File: src/rtl/router_ingress_port.sv
// Ingress stage for one router source port: validates byte-serial packets, buffers them
// store-and-forward, and releases only committed good packets to the switch core.
module router_ingress_port #(
    parameter int DEPTH      = 64,   // byte FIFO depth, power of 2, >= 16
    parameter int DESC_DEPTH = 4     // committed-packet descriptors, power of 2, >= 2
) (
    input  logic        clk,
    input  logic        reset,
    input  logic        port_en,
    input  logic [7:0]  sa,
    input  logic        sa_valid,
    output logic [7:0]  out_data,
    output logic        out_valid,
    input  logic        out_ready,
    output logic        out_sop,
    output logic        out_eop,
    output logic [7:0]  out_da,
    output logic [31:0] rx_pkt_cnt,
    output logic [31:0] crc_err_cnt,
    output logic [31:0] drop_cnt,
    output logic [2:0]  dbg_state
);

    localparam int AW  = $clog2(DEPTH);
    localparam int PW  = AW + 1;
    localparam int DW  = $clog2(DESC_DEPTH);
    localparam int DPW = DW + 1;

    localparam logic [2:0] S_IDLE    = 3'd0;
    localparam logic [2:0] S_HDR     = 3'd1;
    localparam logic [2:0] S_PAYLOAD = 3'd2;
    localparam logic [2:0] S_DROP    = 3'd3;
    localparam logic [2:0] S_CHECK   = 3'd4;

    logic [2:0]    state;
    logic [7:0]    mem [DEPTH];
    logic [PW-1:0] wr_ptr;
    logic [PW-1:0] commit_ptr;
    logic [PW-1:0] rd_ptr;
    logic [PW-1:0] base_ptr;
    logic [PW-1:0] fill;
    logic [31:0]   byte_cnt;
    logic [31:0]   len_q;
    logic [31:0]   crc_q;
    logic [31:0]   sum_q;
    logic [7:0]    da_q;
    logic [31:0]   rd_idx;

    logic [31:0]   desc_len [DESC_DEPTH];
    logic [7:0]    desc_da  [DESC_DEPTH];
    logic [DPW-1:0] desc_wr;
    logic [DPW-1:0] desc_rd;
    logic [DPW-1:0] desc_cnt;
    logic [31:0]   head_len;
    logic [7:0]    head_da;

    logic len_ok;
    logic da_ok;
    logic crc_ok;
    logic pass;
    logic push;
    logic desc_space;
    logic fifo_full;
    logic start_ok;
    logic in_pkt;
    logic wr_en;
    logic xfer;
    logic pop;

    function automatic logic [31:0] sat_inc(input logic [31:0] v);
        return (v == 32'hFFFF_FFFF) ? v : v + 32'd1;
    endfunction

    assign dbg_state = state;

    // Write side. In CHECK a failed packet is rolled back in the same edge that may already
    // accept the next packet's first byte, so that byte lands at the rolled-back address.
    always_comb begin
        len_ok     = (byte_cnt == len_q) && (len_q >= 32'd10);
        da_ok      = (da_q >= 8'd1) && (da_q <= 8'd4);
        crc_ok     = (sum_q == crc_q);
        pass       = len_ok && da_ok && crc_ok;
        push       = (state == S_CHECK) && pass;
        base_ptr   = ((state == S_CHECK) && !pass) ? commit_ptr : wr_ptr;
        fill       = base_ptr - rd_ptr;
        fifo_full  = (fill == PW'(DEPTH));
        desc_space = (int'(desc_cnt) + int'(push)) < DESC_DEPTH;
        start_ok   = sa_valid && port_en && desc_space && !fifo_full;
        in_pkt     = (state == S_HDR) || (state == S_PAYLOAD);
        if ((state == S_IDLE) || (state == S_CHECK)) begin
            wr_en = start_ok;
        end else begin
            wr_en = in_pkt && sa_valid && !fifo_full;
        end
    end

    always_ff @(posedge clk or negedge reset) begin
        if (!reset) begin
            state       <= S_IDLE;
            wr_ptr      <= '0;
            commit_ptr  <= '0;
            byte_cnt    <= '0;
            len_q       <= '0;
            crc_q       <= '0;
            sum_q       <= '0;
            da_q        <= '0;
            desc_wr     <= '0;
            rx_pkt_cnt  <= '0;
            crc_err_cnt <= '0;
            drop_cnt    <= '0;
        end else begin
            if (wr_en) begin
                wr_ptr <= base_ptr + PW'(1);
            end
            case (state)
                S_IDLE, S_CHECK: begin
                    if (state == S_CHECK) begin
                        if (pass) begin
                            commit_ptr <= wr_ptr;
                            desc_wr    <= desc_wr + DPW'(1);
                            rx_pkt_cnt <= sat_inc(rx_pkt_cnt);
                        end else begin
                            if (!wr_en) begin
                                wr_ptr <= commit_ptr;
                            end
                            if (len_ok && da_ok) begin
                                crc_err_cnt <= sat_inc(crc_err_cnt);
                            end else begin
                                drop_cnt <= sat_inc(drop_cnt);
                            end
                        end
                    end
                    if (sa_valid) begin
                        if (start_ok) begin
                            byte_cnt <= 32'd1;
                            len_q    <= '0;
                            crc_q    <= '0;
                            sum_q    <= '0;
                            da_q     <= '0;
                            state    <= S_HDR;
                        end else begin
                            state <= S_DROP;
                        end
                    end else begin
                        state <= S_IDLE;
                    end
                end
                S_HDR: begin
                    if (!sa_valid) begin
                        state <= S_CHECK;
                    end else if (fifo_full) begin
                        state <= S_DROP;
                    end else begin
                        byte_cnt <= byte_cnt + 32'd1;
                        // Multi-byte fields arrive LSB first, so shift each byte in from the top.
                        case (byte_cnt[3:0])
                            4'd1:                      da_q  <= sa;
                            4'd2, 4'd3, 4'd4, 4'd5:    len_q <= {sa, len_q[31:8]};
                            4'd6, 4'd7, 4'd8, 4'd9:    crc_q <= {sa, crc_q[31:8]};
                            default: ;
                        endcase
                        if (byte_cnt == 32'd9) begin
                            state <= S_PAYLOAD;
                        end
                    end
                end
                S_PAYLOAD: begin
                    if (!sa_valid) begin
                        state <= S_CHECK;
                    end else if (fifo_full) begin
                        state <= S_DROP;
                    end else begin
                        byte_cnt <= byte_cnt + 32'd1;
                        sum_q    <= sum_q + {24'd0, sa};
                    end
                end
                S_DROP: begin
                    if (!sa_valid) begin
                        wr_ptr   <= commit_ptr;
                        drop_cnt <= sat_inc(drop_cnt);
                        state    <= S_IDLE;
                    end
                end
                default: state <= S_IDLE;
            endcase
        end
    end

    always_ff @(posedge clk) begin
        if (wr_en) begin
            mem[base_ptr[AW-1:0]] <= sa;
        end
        if (push) begin
            desc_len[desc_wr[DW-1:0]] <= len_q;
            desc_da[desc_wr[DW-1:0]]  <= da_q;
        end
    end

    // Egress handshake: a byte moves on any rising edge where out_valid && out_ready;
    // while out_valid is high and out_ready low, every out_* signal holds its value.
    always_comb begin
        desc_cnt  = desc_wr - desc_rd;
        head_len  = desc_len[desc_rd[DW-1:0]];
        head_da   = desc_da[desc_rd[DW-1:0]];
        out_valid = (desc_cnt != '0);
        out_sop   = out_valid && (rd_idx == 32'd0);
        out_eop   = out_valid && (rd_idx == head_len - 32'd1);
        out_data  = out_valid ? mem[rd_ptr[AW-1:0]] : 8'd0;
        out_da    = out_valid ? head_da : 8'd0;
        xfer      = out_valid && out_ready;
        pop       = xfer && out_eop;
    end

    always_ff @(posedge clk or negedge reset) begin
        if (!reset) begin
            rd_ptr  <= '0;
            rd_idx  <= '0;
            desc_rd <= '0;
        end else if (xfer) begin
            rd_ptr <= rd_ptr + PW'(1);
            if (pop) begin
                rd_idx  <= 32'd0;
                desc_rd <= desc_rd + DPW'(1);
            end else begin
                rd_idx <= rd_idx + 32'd1;
            end
        end
    end

endmodule

File: config.mk
export PLATFORM = sky130hd
export DESIGN_NAME = router_ingress_port
export DESIGN_NICKNAME = d
export VERILOG_FILES = /design/src/rtl/router_ingress_port.sv
export SDC_FILE = /design/constraint.sdc
export NUM_CORES = 1
export LEC_CHECK = 0
export CAP_MARGIN = 20
export CORE_MARGIN = 8
export CORE_UTILIZATION = 53
export CTS_CLUSTER_SIZE = 25
export DETAILED_ROUTE_END_ITERATION = 10
export GPL_TIMING_DRIVEN = 0
export PLACE_DENSITY_LB_ADDON = 0.1
export SLEW_MARGIN = 40
export SYNTH_ARGS = -nofsm -noshare
export SYNTH_HDL_FRONTEND = slang
export SYNTH_SLANG_ARGS = --single-unit
File: constraint.sdc
create_clock -name clk -period 7.5 [get_ports clk]
set_input_delay 1.5 -clock clk [delete_from_list [all_inputs] [get_ports clk]]
set_output_delay 1.5 -clock clk [all_outputs]
set_load 0.005 [all_outputs]
==> impl_results.md, run 1 <==
* Tmin final at 7130 ps
* ANT cells at 0
* 1st-pass router iterations at 5
* Largest net degree at the start of global routing at 74
* Post-Layout Inst Area at 48200 sq um
* Die area at 87900 sq um
* Post-Synth Adder-Cell Area at 1.06%
* Share of the synthesized area in the top cell type at 48.4%
* Largest area contributor in the netlist: edfxtp_1
* Routed wire per std cell at 23.8 microns
* Number of flops mapped to enable cells by yosys at 672
* Critical path class: flop to output pin
* Worst hold path class: flop to flop
* CP top delay family: buffers and inverters
* Post-synth ARST share at 30.4%
* Synth cell types at 77
* Total GRT Usage at 22.9%
* H-tree depth at 3
* Max Slew Vio Count at 0
* Worst-Margin Slew at 978 ps
* Final Setup Violations at 0
* Status: complete, no violations
* Simple-gate portion of the synthesized area at 10.4%
* Leakage at 17.4 nW
* Post-placement cell count at 4010
* Main area contributors after synthesis: edfxtp_1, dfrtp_1, mux4_2
* Synthesis-stage register bit count at 966
* Num CTS Buffers at 100
* Core area at 78500 sq um
* Fill count at 5890
* Vias in the first global route at 25100
* Post-place instance area at 44700 sq um
* Area share of xor/xnor cells in the synthesized design at 5.93%
* Clock-pin slew on the worst setup and hold paths at 60 ps
* Initial core utilization at 53.1%
* First-pass GRT wire length at 153000 microns
* Period Utilization, post-route at 95.1%
* Synth cell count leaders: edfxtp_1, dfrtp_1, nand2_1
* Post-synthesis compound-gate area fraction at 3.31%
* Root Driver: clkbuf_16
* Hold Path Depth at 1
* P&R area growth vs syn at 15.6%
* Arrival @ worst endpoint at 5630 ps
* IO Pins at 131
* Die Ht at 297 microns
* Total chip power at 14.6 mW
* Clock Latency Late Sink at 660 ps
* Hold Startpoint: drop_cnt[8]
* WP data required at 6000 ps
* Ys flop type: edfxtp_1
* Final core utilization at 61.4%
* CP startpoint: desc_rd[1]
* Mux contribution to synthesized area at 11.7%
* Avg Cell Area, Syn at 14.8 sq um
* Crit-path max FO at 19
* Fin. Hold Viols at 0
* Seq/Total Area, Yosys at 66.0%
* Largest family of logic cells by synthesized area: multiplexers
* DRT iter0 DRCs at 2091
* Core Rows at 103
* Congestion Overflow GR at 0
* Critical path buffer and inverter count at 5
* Max Freq at 140 MHz
* Finished Layout Cells at 4197
* Hold path endpoint: drop_cnt[8]
* Initial antenna violation count at 2
* Residual DRC count at 0
* Clock Path Buffers at 3
* Setup tns final at 0 ps
* Reg-to-reg slack, setup at 450 ps
* Peak supply drop at 0.264 mV
* Post-Syn Instances at 2813
* CP cell instances: clkbuf_2, clkbuf_4, inv_1, fa_1, xor3_1, and3b_1, nor4_1, o2111ai_1, a2111oi_1, o311ai_1, nor4_2, and3_2, buf_6, clkdlybuf4s50_1
* Max incr delay on CP at 610 ps
* Post-DRT Antenna Nets at 0
* Clk sinks at 966
* Slew HR at 34.6%
* Total number of vias at 24700
* Critical R2R Launch: da_q[6]
* Final HPWL DP at 69300 microns
* Layout Nets at 3110
* Via-per-instance ratio at 5.89
* Worst Setup End Kind: output pin
* Unrepaired setup endpoints after global routing: no
* Die Span X at 297 microns
* TritonCTS clock tree: built
* GP Congestion at 0.866
* Pwr per Cell Area at 302 nW/um^2
* Slowest-stage cell, CP: a2111oi_1
* Share of layout cells above drive strength 1 at 15.7%
* Most frequent cell after synthesis: edfxtp_1
* Yosys warns at 0
* Worst r2r dst: mem[35][4]
* IO Port Bufs at 129
* Final WL at 99900 microns
* Worst Setup Start Kind: flop
* Hold-fix buffers at CTS at 0
* Setup Skew at 31.4 ps
* Cell area after synthesis at 41700 sq um
* R2R cell count at 21
* Max Cap Viol at 0
* Syn nets at 2860
[routing by layer]
metal | part of all wire (%) | GRT usage (%) | wire, microns
met1 | 44 | 32.6 | 43600
met2 | 47 | 35.7 | 46600
met3 | 7.3 | 5.25 | 7250
met5 | 0.023 | 0 | 23
met4 | 2.5 | 6.46 | 2480
[worst max-delay path by stage]
stage / cells past startpoint / to / slack, ps
floorplan: 20 / mem[32][0] / 2100
global placement: 1 / rd_idx[25] / -7760
detailed placement: 20 / mem[33][7] / -190
CTS: 14 / out_eop / 6
global route: 21 / mem[38][2] / 50
finish: 14 / out_eop / 370
[sequential cells by signal, summed over array words and instances, names as in the netlist, 8 cells and up]
register and count:
crc_err_cnt 32, da_q 8, mem 512, desc_da 32
desc_len 128, byte_cnt 32, sum_q 32, drop_cnt 32
rd_idx 32, crc_q 32, rx_pkt_cnt 32, len_q 32
[logic make-up after synthesis]
group / count (synthesis)
multiplexers: 225
adder cells (fa/ha/maj): 34
AND/OR/NAND/NOR: 907
XOR/XNOR: 280
AO/OA/AOI/OAI: 234
flip-flops: 966
buffers and inverters: 167
[stage by stage]
| stage | worst slack, ps | hold slack, ps |
|---|---|---|
| 5_1_grt | 54.8 | 506 |
| 6_report | 369 | 490 |
| 4_1_cts | 5.83 | 489 |
| 2_1_floorplan | 2100 | 455 |
| 3_3_place_gp | -7760 | 476 |
| 3_5_place_dp | -194 | 476 |
[where the power goes]
group | internal, mW | total (mW) | switching [mW]
registers | 5.98 | 6.27 | 0.287
clock network | 2.92 | 4.97 | 2.05
logic | 1.38 | 3.32 | 1.94
[cells in the final DEF, fill, tap and decap left out, types with 76 or more instances in the layout]
| cell type | instances |
|---|---|
| edfxtp_1 | 672 |
| dfrtp_1 | 294 |
| nand2_1 | 287 |
| mux4_2 | 208 |
| nor2_1 | 181 |
| xnor2_1 | 143 |
| xor2_1 | 135 |
| clkdlybuf4s50_1 | 120 |
| o21ai_0 | 115 |
| clkbuf_1 | 105 |
| clkbuf_16 | 101 |
| nand3_1 | 76 |
[what timing repair did]
action                     in CTS  in global routing
gates cloned                    0                  0
gates resized for setup         3                 30
setup buffers                   1                  0
setup endpoints to repair      73                201
pin swaps                       1                  0
[area by class of cell]
class,count,area [sq um],area share (%)
Sequential cell,966,27500,57.1
Multi-Input combinational cell,1680,13700,28.4
Clock buffer,142,2800,5.81
Timing Repair Buffer,149,1660,3.44
Tap cell,1050,1310,2.72
Clock inverter,44,519,1.08
Buffer,112,485,1.01
Inverter,54,203,0.420
Power figures use the tool's default switching activity.
==> inputs of run 2 (changes only) <==
--- a/config.mk
+++ b/config.mk
@@ -5,6 +5,7 @@
 export SDC_FILE = /design/constraint.sdc
 export NUM_CORES = 1
 export LEC_CHECK = 0
+export ABC_CLOCK_PERIOD_IN_PS = 7500
 export CAP_MARGIN = 20
 export CORE_MARGIN = 8
 export CORE_UTILIZATION = 53
@@ -12,7 +13,7 @@
 export DETAILED_ROUTE_END_ITERATION = 10
 export GPL_TIMING_DRIVEN = 0
 export PLACE_DENSITY_LB_ADDON = 0.1
-export SLEW_MARGIN = 40
+export SLEW_MARGIN = 20
 export SYNTH_ARGS = -nofsm -noshare
 export SYNTH_HDL_FRONTEND = slang
 export SYNTH_SLANG_ARGS = --single-unit
==> run 2 against run 1 <==
Final cell count down 0.36%. Setup slack worse by 98 ps. Highest routed layer unchanged. Final area down 0.60%.
==> impl_results.md, run 2 (synthesis gave the netlist of run 1 again) <==
* Status: complete, no violations
* Share of layout cells above drive strength 1 at 14.5%
* WP data required at 6000 ps
* Worst Setup Start Kind: flop
* Final Setup Violations at 0
* Worst Setup End Kind: output pin
* Hold-fix buffers at CTS at 0
* Root Driver: clkbuf_16
* ANT cells at 0
* TritonCTS clock tree: built
* Vias in the first global route at 25000
* Initial antenna violation count at 1
* Max Cap Viol at 0
* Die Ht at 297 microns
* Final hold slack at 488 ps
* Core area at 78500 sq um
* Num CTS Buffers at 99
* Congestion Overflow GR at 0
* Leakage at 17.3 nW
* IO Port Bufs at 129
* Internal at 10.3 mW
* Period Utilization, post-route at 96.4%
* Worst-Margin Slew at 1020 ps
* Pwr per Cell Area at 304 nW/um^2
* Most frequent cells in the layout: edfxtp_1, dfrtp_1, nand2_1, mux4_2, nor2_1
* Final core utilization at 61.1%
* Routed wire per std cell at 23.7 microns
* First-pass GRT wire length at 153000 microns
* Fin. Hold Viols at 0
* Hold Startpoint: crc_err_cnt[18]
* Arrival @ worst endpoint at 5730 ps
* GP Congestion at 0.866
* Worst hold path class: flop to flop
* Total GRT Usage at 22.8%
* Layout Nets at 3097
* Total number of vias at 24800
* Core Rows at 103
* H-tree depth at 3
* Reg-to-reg slack, setup at 530 ps
* Total chip power at 14.6 mW
* Setup tns final at 0 ps
* Area of the multi-input gates at 13600 sq um
* CP Capture Point: out_eop
* DRT iter0 DRCs at 1943
* Post-DRT Antenna Nets at 0
* P&R area growth vs syn at 14.9%
* Max Freq at 138 MHz
* Critical path class: flop to output pin
* Final HPWL DP at 66600 microns
* Critical R2R Launch: len_q[15]
* Switch Pwr at 4.29 mW
* Clk sinks at 966
* Clock Path Buffers at 3
* Unrepaired setup endpoints after global routing: no
* Hold Path Depth at 1
* R2R cell count at 21
* Power share of the clock group at 34.6%
* Max reg flops at 512
* Max Slew Vio Count at 0
* Worst r2r dst: mem[37][4]
* Peak supply drop at 0.202 mV
* 1st-pass router iterations at 5
* Via-per-instance ratio at 5.93
* Initial core utilization at 53.1%
* Final WL at 99300 microns
* Storage cell area at 27500 sq um
* Crit-path max FO at 10
* Residual DRC count at 0
* Largest net degree at the start of global routing at 99
* IO Pins at 131
* Tmin final at 7230 ps
* Commonest non-fill, non-tap cell in the layout: edfxtp_1
* Die Span X at 297 microns
* Slew HR at 31.7%
* Reg power frac at 43.0%
* Switching Fraction at 29.4%
* Comb pwr share at 22.5%
* Die area at 87900 sq um
* Setup Skew at 37.3 ps
* Clock-pin slew on the worst setup and hold paths at 60 ps
* CP startpoint: desc_rd[1]
* Clock Latency Late Sink at 670 ps
* Fill count at 5853
## run 2: cell count changes in the layout (fill, tap and decap cells not counted), sizes merged
cell / previous run / this run
clkinvlp: 2 / 7
buf: 54 / 41
clkinv: 32 / 31
inv: 55 / 57
bufinv: 9 / 11
clkbuf: 229 / 219
## run 2: power groups by stage
| stage | Combinational (mW) | Sequential (mW) | Clock [mW] |
|---|---|---|---|
| 2_1_floorplan | 2.14 | 6.26 | 0 |
| 3_3_place_gp | 3.17 | 6.36 | 0 |
| 3_5_place_dp | 3.25 | 6.37 | 0 |
| 4_1_cts | 3.26 | 6.26 | 5.12 |
| 5_1_grt | 3.52 | 6.30 | 5.34 |
| 6_report | 3.28 | 6.27 | 5.04 |
## run 2: layout make-up
type,instances,area share (%)
Clock buffer,131,5.70
Timing Repair Buffer,136,2.95
Clock inverter,52,1.29
Tap cell,1050,2.74
Inverter,54,0.423
Buffer,113,0.979
Multi-Input combinational cell,1680,28.5
Sequential cell,966,57.5
## run 2: repair_timing
item / CTS / global route
buffers inserted: 1 / 0
gates resized for setup: 20 / 18
pin swaps: 1 / 0
setup endpoints to repair: 169 / 193
## run 2: worst min-delay path by stage
stage,end,slack (ps)
floorplan,desc_rd[2],460
global placement,crc_err_cnt[18],480
detailed placement,crc_err_cnt[18],480
CTS,crc_err_cnt[18],490
global route,rd_ptr[6],510
finish,crc_err_cnt[18],490
## run 2: worst max-delay path: stages (launching register included)
cell and delay [ps]:
dfrtp_1 360, clkbuf_2 260, buf_2 320, buf_2 350, inv_1 170, fa_1 420, xor3_1 410, and3b_1 270
nor4_1 360, o2111ai_1 180, a2111oi_2 440, o311ai_1 200, nor4_2 370, and3_2 290, buf_6 150, clkdlybuf4s50_1 520
## run 2: metal layers
| metal | up-vias | track usage (%) | wire length, microns |
|---|---|---|---|
| li1 | 11100 | - | - |
| met1 | 12800 | 32.8 | 43700 |
| met2 | 770 | 35.4 | 46200 |
| met3 | 141 | 4.83 | 6960 |
| met4 | 2 | 6.46 | 2390 |
| met5 | - | 0 | 13 |
## run 2: per-stage QoR
stage | instance area, sq um | std cells | setup slack (ps)
CTS | 47800 | 4181 | 27.9
finish | 47900 | 4182 | 270
detailed placement | 44400 | 3997 | -364
global route | 47900 | 4182 | 24.1
global placement | 44300 | 3992 | -7760
floorplan | 41700 | 2813 | 2100
==> inputs of run 3 (changes only) <==
--- a/config.mk
+++ b/config.mk
@@ -5,8 +5,8 @@
 export SDC_FILE = /design/constraint.sdc
 export NUM_CORES = 1
 export LEC_CHECK = 0
-export ABC_CLOCK_PERIOD_IN_PS = 7500
 export CAP_MARGIN = 20
+export CORE_ASPECT_RATIO = 0.75
 export CORE_MARGIN = 8
 export CORE_UTILIZATION = 53
 export CTS_CLUSTER_SIZE = 25
==> run 3 against run 2 <==
Worst hold slack gained 1.1 ps. Non-clock buffer count is the same. Combinational power is essentially flat. Clock skew shrank 12 ps. Clock power shrank 3%. Die area grew 0.11%. Final area shrank 0.23%. Global-route usage grew 0.071 points. Register-to-register slack is essentially flat. Sequential power is essentially flat. Via count grew 1.3%. Largest power group unchanged.
==> impl_results.md, run 3 (synthesis gave the netlist of run 1 again) <==
* Status: complete, no violations
* P&R area growth vs syn at 14.7%
* Final HPWL DP at 68600 microns
* Die Span X at 340 microns
* Critical path class: flop to output pin
* Unrepaired setup endpoints after global routing: no
* IO Port Bufs at 129
* Most frequent cells in the layout: edfxtp_1, dfrtp_1, nand2_1, mux4_2, nor2_1
* Tmin final at 7220 ps
* Max reg flops at 512
* Storage cell area at 27500 sq um
* Setup tns final at 0 ps
* Total number of vias at 25100
* Max Cap Viol at 0
* Pwr per Cell Area at 303 nW/um^2
* Clock Path Buffers at 3
* Crit-path max FO at 19
* Worst Setup End Kind: output pin
* Final WL at 101000 microns
* Post-placement cell count at 3995
* Arrival @ worst endpoint at 5720 ps
* Period Utilization, post-route at 96.3%
* Slew HR at 29.0%
* Worst-Margin Slew at 1060 ps
* Post-DRT Antenna Nets at 0
* Layout Nets at 3092
* Core Rows at 89
* Fill count at 5801
* Final Setup Violations at 0
* Residual DRC count at 0
* TritonCTS clock tree: built
* Worst hold path class: flop to flop
* Congestion Overflow GR at 0
* Fin. Hold Viols at 0
* Initial antenna violation count at 4
* H-tree depth at 3
* Root Driver: clkbuf_16
* Total GRT Usage at 22.9%
* Final core utilization at 61.1%
* Setup Skew at 25.3 ps
* GP Congestion at 0.869
* WP data required at 6000 ps
* Peak supply drop at 0.197 mV
* Max Freq at 138 MHz
* Share of layout cells above drive strength 1 at 14.4%
* 1st-pass router iterations at 6
* Routed wire per std cell at 24.2 microns
* Max Slew Vio Count at 0
* Finished Layout Cells at 4169
* Initial core utilization at 53.3%
* IO Pins at 131
* Vias in the first global route at 24900
* Leakage at 17.2 nW
* CP startpoint: desc_rd[1]
* Num CTS Buffers at 94
* Die Ht at 259 microns
* Worst Setup Start Kind: flop
* Clock-pin slew on the worst setup and hold paths at 60 ps
* Commonest non-fill, non-tap cell in the layout: edfxtp_1
* Largest net degree at the start of global routing at 92
* Core area at 78300 sq um
* Critical R2R Launch: len_q[8]
* Area of the multi-input gates at 13600 sq um
* DRT iter0 DRCs at 2646
* Clk sinks at 966
* Clock Latency Late Sink at 660 ps
* Via-per-instance ratio at 6.03
* Die area at 88000 sq um
* First-pass GRT wire length at 155000 microns
* Hold Startpoint: crc_err_cnt[9]
## run 3: area by class of cell
type	instances	area share, %
flip-flops and latches	966	57.6
plain buffers	112	0.976
repair buffers	137	3.03
clock inverters	55	1.46
inverters	54	0.424
diodes	1	0.00523
multi-input cells	1680	28.5
well taps	1046	2.74
clock buffers	118	5.26
## run 3: path summary, 6_finish.rpt
check                                  to  slack [ps]  cells past startpoint
min in group asynchronous  rx_pkt_cnt[13]         740                      1
max in group asynchronous       rd_idx[7]        5460                      3
max                               out_eop         280                     14
max reg2reg                    mem[63][0]         520                     20
min                        crc_err_cnt[9]         490                      1
min reg2reg                crc_err_cnt[9]         490                      1
## run 3: metrics by stage
stage               setup WS (ps)  power, mW  area, sq um  hold WS, ps
floorplan                    2100       8.40        41700          455
global route                 19.9       15.0        47800          513
CTS                          42.5       14.5        47800          493
finish                        277       14.5        47800          489
detailed placement           -434       9.62        44500          481
global placement            -7730       9.55        44300          477
## run 3: power by group
part           switching [mW]  internal [mW]  total, mW
registers               0.294           5.98       6.28
logic                    1.93           1.36       3.29
clock network            2.04           2.88       4.91
## run 3: layer usage
metal  global-route usage, %  part of all wire, %
met5                       0                    0
met4                    5.18                  1.9
met3                    4.51                  8.1
met2                    33.8                   45
met1                    35.3                   45
## run 3: worst max-delay path, cell delays in order (launching register included)
cell	delay, ps
dfrtp_1	350
clkbuf_2	280
buf_4	340
inv_1	170
fa_1	420
xor3_1	420
and3b_1	290
nor4_1	390
o2111ai_1	170
a2111oi_0	670
o311ai_1	240
nor4_2	360
and3_2	290
buf_6	160
clkdlybuf4s50_1	500
## run 3: what timing repair did
item / in CTS / in global routing
gates resized for setup: 20 / 17
hold buffers: 0 / 0
setup endpoints to repair: 185 / 185
buffers inserted: 1 / 0
pin swaps: 1 / 0
